<file path="config.mk">
export PLATFORM = sky130hd
export DESIGN_NAME = elastic_stream_buffer
export DESIGN_NICKNAME = d
export VERILOG_FILES = /design/src/rtl/elastic_stream_buffer.sv
export SDC_FILE = /design/constraint.sdc
export NUM_CORES = 1
export LEC_CHECK = 0
export ABC_AREA = 1
export BUFFER_PORTS_ARGS = -buffer_cell sky130_fd_sc_hd__clkbuf_2
export CAP_MARGIN = 20
export CORE_AREA = 2 2 140 142
export CTS_CLUSTER_DIAMETER = 80
export DETAILED_ROUTE_END_ITERATION = 10
export DIE_AREA = 0 0 142 144
export GPL_ROUTABILITY_DRIVEN = 0
export PLACE_DENSITY_LB_ADDON = 0.25
export SLEW_MARGIN = 20
export SYNTH_ARGS = -nofsm -noshare
export SYNTH_HDL_FRONTEND = slang
export SYNTH_SLANG_ARGS = --single-unit
</file>
<file path="constraint.sdc">
create_clock -name clk -period 5.8 [get_ports clk]
set_clock_uncertainty 0.1 [all_clocks]
set_input_delay 0.58 -clock clk [delete_from_list [all_inputs] [get_ports clk]]
set_output_delay 0.58 -clock clk [all_outputs]
set_load 0.05 [all_outputs]
</file>
<file path="src/rtl/elastic_stream_buffer.sv">
// Elastic FIFO buffer for valid/ready streams: registered head word plus a DEPTH-1 entry ring.
// One cycle insert-to-output latency; input_ready comes from registered level only (bubble after full).
module elastic_stream_buffer #(
  parameter int WIDTH    = 32,
  parameter int DEPTH    = 4,
  parameter int AF_LEVEL = DEPTH - 1
) (
  input  logic                       clk,
  input  logic                       rst,
  input  logic                       flush,
  input  logic                       input_valid,
  output logic                       input_ready,
  input  logic [WIDTH-1:0]           input_data,
  output logic                       output_valid,
  input  logic                       output_ready,
  output logic [WIDTH-1:0]           output_data,
  output logic [$clog2(DEPTH+1)-1:0] level,
  output logic                       almost_full
);

  localparam int LW   = $clog2(DEPTH + 1);
  localparam int RING = DEPTH - 1;
  localparam int PW   = (RING > 1) ? $clog2(RING) : 1;

  localparam logic [PW-1:0] PTR_LAST = PW'(RING - 1);
  localparam logic [LW-1:0] LVL_FULL = LW'(DEPTH);
  localparam logic [LW-1:0] LVL_AF   = LW'(AF_LEVEL);
  localparam logic [LW-1:0] LVL_ONE  = LW'(1);

  logic [LW-1:0]    level_q, level_d;
  logic [WIDTH-1:0] head_q, head_d;
  logic [PW-1:0]    wr_ptr_q, wr_ptr_d;
  logic [PW-1:0]    rd_ptr_q, rd_ptr_d;
  logic             af_q, af_d;
  logic [WIDTH-1:0] ring_q [RING];
  logic [WIDTH-1:0] ring_d [RING];

  logic in_rdy;
  logic insert;
  logic remove;

  function automatic logic [PW-1:0] ptr_inc(input logic [PW-1:0] p);
    return (p == PTR_LAST) ? '0 : p + 1'b1;
  endfunction

  assign in_rdy       = !rst && (level_q != LVL_FULL);
  assign input_ready  = in_rdy;
  assign output_valid = (level_q != '0);
  assign output_data  = head_q;
  assign level        = level_q;
  assign almost_full  = af_q;

  assign insert = input_valid && in_rdy;
  assign remove = output_valid && output_ready;

  always_comb begin
    level_d  = level_q;
    head_d   = head_q;
    wr_ptr_d = wr_ptr_q;
    rd_ptr_d = rd_ptr_q;
    ring_d   = ring_q;

    if (flush) begin
      // Frame abort: drop everything, including a word offered this cycle.
      level_d  = '0;
      wr_ptr_d = '0;
      rd_ptr_d = '0;
    end else begin
      level_d = level_q + {{(LW-1){1'b0}}, insert} - {{(LW-1){1'b0}}, remove};

      if (level_q == '0) begin
        if (insert) begin
          head_d = input_data;
        end
      end else if (remove) begin
        if (level_q == LVL_ONE) begin
          if (insert) begin
            head_d = input_data;
          end
        end else begin
          head_d   = ring_q[rd_ptr_q];
          rd_ptr_d = ptr_inc(rd_ptr_q);
          if (insert) begin
            ring_d[wr_ptr_q] = input_data;
            wr_ptr_d         = ptr_inc(wr_ptr_q);
          end
        end
      end else if (insert) begin
        ring_d[wr_ptr_q] = input_data;
        wr_ptr_d         = ptr_inc(wr_ptr_q);
      end
    end

    af_d = (level_d >= LVL_AF);
  end

  always_ff @(posedge clk) begin
    if (rst) begin
      level_q  <= '0;
      head_q   <= '0;
      wr_ptr_q <= '0;
      rd_ptr_q <= '0;
      af_q     <= 1'b0;
      for (int i = 0; i < RING; i++) begin
        ring_q[i] <= '0;
      end
    end else begin
      level_q  <= level_d;
      head_q   <= head_d;
      wr_ptr_q <= wr_ptr_d;
      rd_ptr_q <= rd_ptr_d;
      af_q     <= af_d;
      ring_q   <= ring_d;
    end
  end

endmodule

</file>
### After elaboration in Yosys (flattened, before gate mapping)

Cells that the tools add are included.

| operators by class | value |
|---|---|
| bitwise gates (word level) | 5 |
| mux-type cells | 19 |
| add/sub/neg operators | 4 |
| equal/unequal tests | 5 |
| $lt $le $gt $ge | 4 |
| reduce and logical (&&, ||, !) cells | 13 |

Operator list:

| cell | count |
|---|---|
| $mux 96 | 3 |
| $mux 32 | 7 |
| $bwmux 96 | 1 |
| $bmux 32 s2 | 1 |
| $demux 32 s2 | 1 |
| $mux 2 | 5 |
| $ge 3x3->1 const B | 2 |
| $not 2->3 | 2 |
| $reduce_and 3->1 | 2 |
| $add 2x1->2 const B | 2 |
| $eq 2x2->1 const B | 2 |
| $logic_and 1x1->1 | 4 |
| $reduce_and 2->1 | 2 |
| $add 3x1->3 | 1 |
| $eq 3x1->1 const B | 1 |
| $ge 3x2->1 const B | 1 |
| $logic_not 3->1 | 1 |
| $lt 3x1->1 const B | 1 |
| $mux 3 | 1 |
| $ne 3x3->1 const B | 1 |
| $not 1->1 | 3 |
| $reduce_bool 3->1 | 1 |
| $sub 3x1->3 | 1 |
| $ne 2x2->1 const B | 1 |
| 3 further kinds | 3 |

| word-level totals | value |
|---|---|
| flip-flop bits (word level) | 136 |
| output and inout bits | 38 |
| input bits | 37 |
| logic and storage cells | 58 |

### Longest topological paths before layout

| logic depth | value |
|---|---|
| word-level depth | 9 |
| gate-level depth with buffers | 12 |
| gate-level depth less buffers | 12 |

### Least setup slack after synthesis

No wires, ideal clock.

| timing path | value |
|---|---|
| path kind | register -> register |
| from | register level_q[1] (netlist: level[1]) |
| to | register af_q (netlist: almost_full) |
| path buffers | 0 |
| stages on the path, launching flop included | 11 |
| required time | 5.625 ns |
| path slack | 3.290 ns |
| arrival | 2.335 ns |
| clock period less this slack | 2.510 ns |
| setup time | 0.075 ns |
| cell sequence | dfxtp_1 > nor2_1 > nand2_1 > nand3_2 > nand3_1 > inv_1 > or2_2 > ha_1 > inv_1 > fa_1 > o22ai_1 |

| on the way | value |
|---|---|
| cells in the longest elaborated chain, start to end | 7 |
| elaborated cells between the ends (all ways) | 9 |
| classes of those cells | 2 x add/sub; 1 x order compare; 1 x eq/ne; 1 x mux; 4 x reduce/logical |

RTL lines:

| what | RTL line | RTL |
|---|---|---|
| from (decl) | 30 | `logic [LW-1:0] level_q, level_d;` |
| from (signal assigned) | 108 | `level_q <= level_d;` |
| $ne 3x3->1 | 46 | `assign in_rdy = !rst && (level_q != LVL_FULL);` |
| $logic_and 1x1->1 | 46 |  |
| $logic_and 1x1->1 | 53 | `assign insert = input_valid && in_rdy;` |
| $add 3x1->3 | 69 | `level_d = level_q + {{(LW-1){1'b0}}, insert} - {{(LW-1){1'b0}}, remove};` |
| $sub 3x1->3 * | 69 |  |
| $mux 3 * | 63 | `if (flush) begin` |
| $ge 3x2->1 * | 94 | `af_d = (level_d >= LVL_AF);` |
| to (signal assigned) | 103 | `af_q <= 1'b0;` |
| to (signal assigned) | 112 | `af_q <= af_d;` |
| to (decl) | 34 | `logic af_q, af_d;` |

Every way passes the cells marked *; elsewhere a longest branch is shown, timed or not.
A chain may end at the register's enable or synchronous reset.

### Final worst setup path

| timing path | value |
|---|---|
| from | input port rst |
| to | register head_q[19] (netlist: output_data[19]) |

| on the way | value |
|---|---|
| cells in the longest elaborated chain, start to end | 7 |

RTL lines:

| what | RTL line | RTL |
|---|---|---|
| from (decl) | 9 | `input logic rst,` |
| $logic_not 1->1 | 46 |  |
| $logic_and 1x1->1 | 46 |  |
| $logic_and 1x1->1 | 53 |  |
| $mux 32 (4 in series) | n/a |  |
| to (signal assigned) | 100 | `head_q <= '0;` |
| to (signal assigned) | 109 | `head_q <= head_d;` |
| to (decl) | 31 | `logic [WIDTH-1:0] head_q, head_d;` |

Parallel ways exist; a longest one is shown, timed or not. The select of a mux whose other input is x is not followed.

==> out/metrics.cfg <==
[sta]
tns_ns = 0
hold_viol_final = 0
max_clock_freq_mhz = 330.2
tightest_slew_ns = 0.9645
slew_headroom_pct = 35.55
period_needed_ns = 3.028
worst_slack_ns = 2.772
slew_violations = 0
setup_viol = 0
fin_crit_sh_pct = 52.21
rsz0062_at_grt = no

[cells_and_area]
num_antenna_cells = 0
layout_common_cells = nand2_1, nand3_1, dfxtp_1, a21oi_1, nor2_1
final_common_cell = nand2_1
syn2layout_area_growth_pct = 16.33
final_util_pct = 39.62
fillers = 2044
fin_nets = 1048
drive_above_1_share_pct = 13.01

[placed_design]
pre_cts_ws_ns = 2.393
io_buffers = 74
detailed_place_hpwl_mm = 10.92

[worst_setup_path]
critPathRequiredTime_ns = 6.01
end_kind = register
arrival_ns = 3.24
start_kind = primary input
r2r_slack_ns = 2.89
r2r_cells = 6
worstPathMaxFanout = 72
crit_type = primary input to register

[logic_synthesis]
avgSynthCellArea_um2 = 6.610
ys_types = 25
async_flop_share_pct = 0
postSynthCellCount = 983
synth_flop_cell = dfxtp_1
synth-edff-count = 0
netlist_area_mm2 = 0.006497
synth.yosys.seq_area_share_pct = 41.90
ys_ff_latch = 136
yosys_warnings = 0
synth.net_count = 1022

[detailed_routing]
dr.pass1.iters = 4
drtIter0Drc = 498
post-route-drc-count = 0
wl_mm = 19.18
detail-route-antenna-nets = 0
via_per_inst = 5.031
wl_per_cell_um = 15.22
num_vias = 6339

[floorplanning]
fp.dieW_um = 142
io_pins = 75
die_h_um = 144
dieArea_mm2 = 0.02045
core.rowCount = 51
initial_utilization_pct = 34.05
coreArea_mm2 = 0.01908

[status]
status = complete, no violations

[job]
cap_violations = 0

[clock_network]
clock_path_buffers = 2
cts-root-buf = clkbuf_16
cts.reportedPaths.clkPinSlew_ns = 0.06
post_cts_buffers = 0
cts_sinks = 136
cts_resized = 0
clk_latency_ns = 0.42
tritoncts = done
cts_hold_buf = 0
htree_levels = 4
numCtsBuffers = 17

[power_and_ir_drop]
leakagePower_nw = 3.114
peakVddDrop_v = 0.0002069
power_density_mw_per_mm2 = 317.9

[global_routing]
track_usage_pct = 19.53
grt_pass1_wl_mm = 31.43
grt_start_max_net_pins = 85
antenna_found_initial = 0
grt_overflow_total = 0
grt_pass1_vias = 5957

[hold_path]
hold_class = primary input to register
hold_path_depth = 3

[critical path, stage by stage]
cell      delay (ns)
clkbuf_2        0.08
buf_4           0.31
inv_2           0.29
buf_4           0.66
nand4_1         0.15
inv_1           0.37
buf_4           0.39
nand2_1         0.09
a21oi_1         0.16
nor2_1          0.06
[synth_stat cells, types with 2 or more instances]
| library cell | number | area share (%) |
|---|---|---|
| a21oi_1 | 134 | 10 |
| buf_1 | 9 | 0.52 |
| buf_2 | 24 | 1.8 |
| buf_4 | 17 | 2.0 |
| clkbuf_1 | 27 | 1.6 |
| dfxtp_1 | 136 | 42 |
| inv_1 | 62 | 3.6 |
| inv_2 | 4 | 0.23 |
| nand2_1 | 279 | 16 |
| nand2_2 | 2 | 0.19 |
| nand3_1 | 159 | 12 |
| nand4_1 | 20 | 1.9 |
| nor2_1 | 93 | 5.4 |
| nor2_2 | 2 | 0.19 |
| nor2_4 | 2 | 0.35 |
| o21ai_0 | 4 | 0.31 |
[flip-flops by register name (all words and copies together) (netlist names)]
signal	count
ring_q	96
level	3
output_data	32
rd_ptr_q	2
almost_full	1
wr_ptr_q	2
[where the power goes]
part / switching (mW) / internal [mW]
combinational: 0.183 / 0.0605
clock: 0.415 / 0.777
sequential: 0.0128 / 0.954
[per-layer routing]
layer  track usage (%)  up-vias  part of all wire, %
li1                  -     3231                    -
met1             25.21     2942                   46
met2             33.28      153                   48
met3             3.709       13                  4.7
met4             5.737        0                  1.0
met5                 0        -                    0
[final cells by class]
type	count	area, um2	share of cell area [%]
tap	238	297.8	3.940
clock buffer	22	494.2	6.539
timing repair buffer	84	457.9	6.059
inverter	66	247.7	3.278
multi-input combinational	704	3174	42.00
clock inverter	10	163.9	2.169
sequential	136	2723	36.02
[logic make-up after synthesis]
family,count (synthesis),share of synthesized area [%]
DFF,136,41.90
and+or+nand+nor,561,36.84
buffers and inverters,143,9.705
adders and majority gates,2,0.5007
AOI/OAI and AO/OA,141,11.05
[metrics by stage]
| step | hold slack (ns) | cell area (um2) | power, mW | instances |
|---|---|---|---|---|
| global placement | 0.3487 | 6900 | 1.232 | 1228 |
| floorplan | 0.3401 | 6497 | 1.159 | 983 |
| finish | 0.3301 | 7559 | 2.403 | 1260 |
| detailed placement | 0.3535 | 6900 | 1.231 | 1228 |
| CTS | 0.3146 | 7559 | 2.421 | 1260 |
| global route | 0.3300 | 7559 | 2.493 | 1260 |
[path summary, 6_finish.rpt]
kind / startpoint / end
max: rst / output_data[19]
min: input_data[8] / ring_q[8]
max reg2reg: rd_ptr_q[1] / output_data[9]
min reg2reg: ring_q[14] / ring_q[14]
No activity file was read; power rests on OpenSTA's default activity.
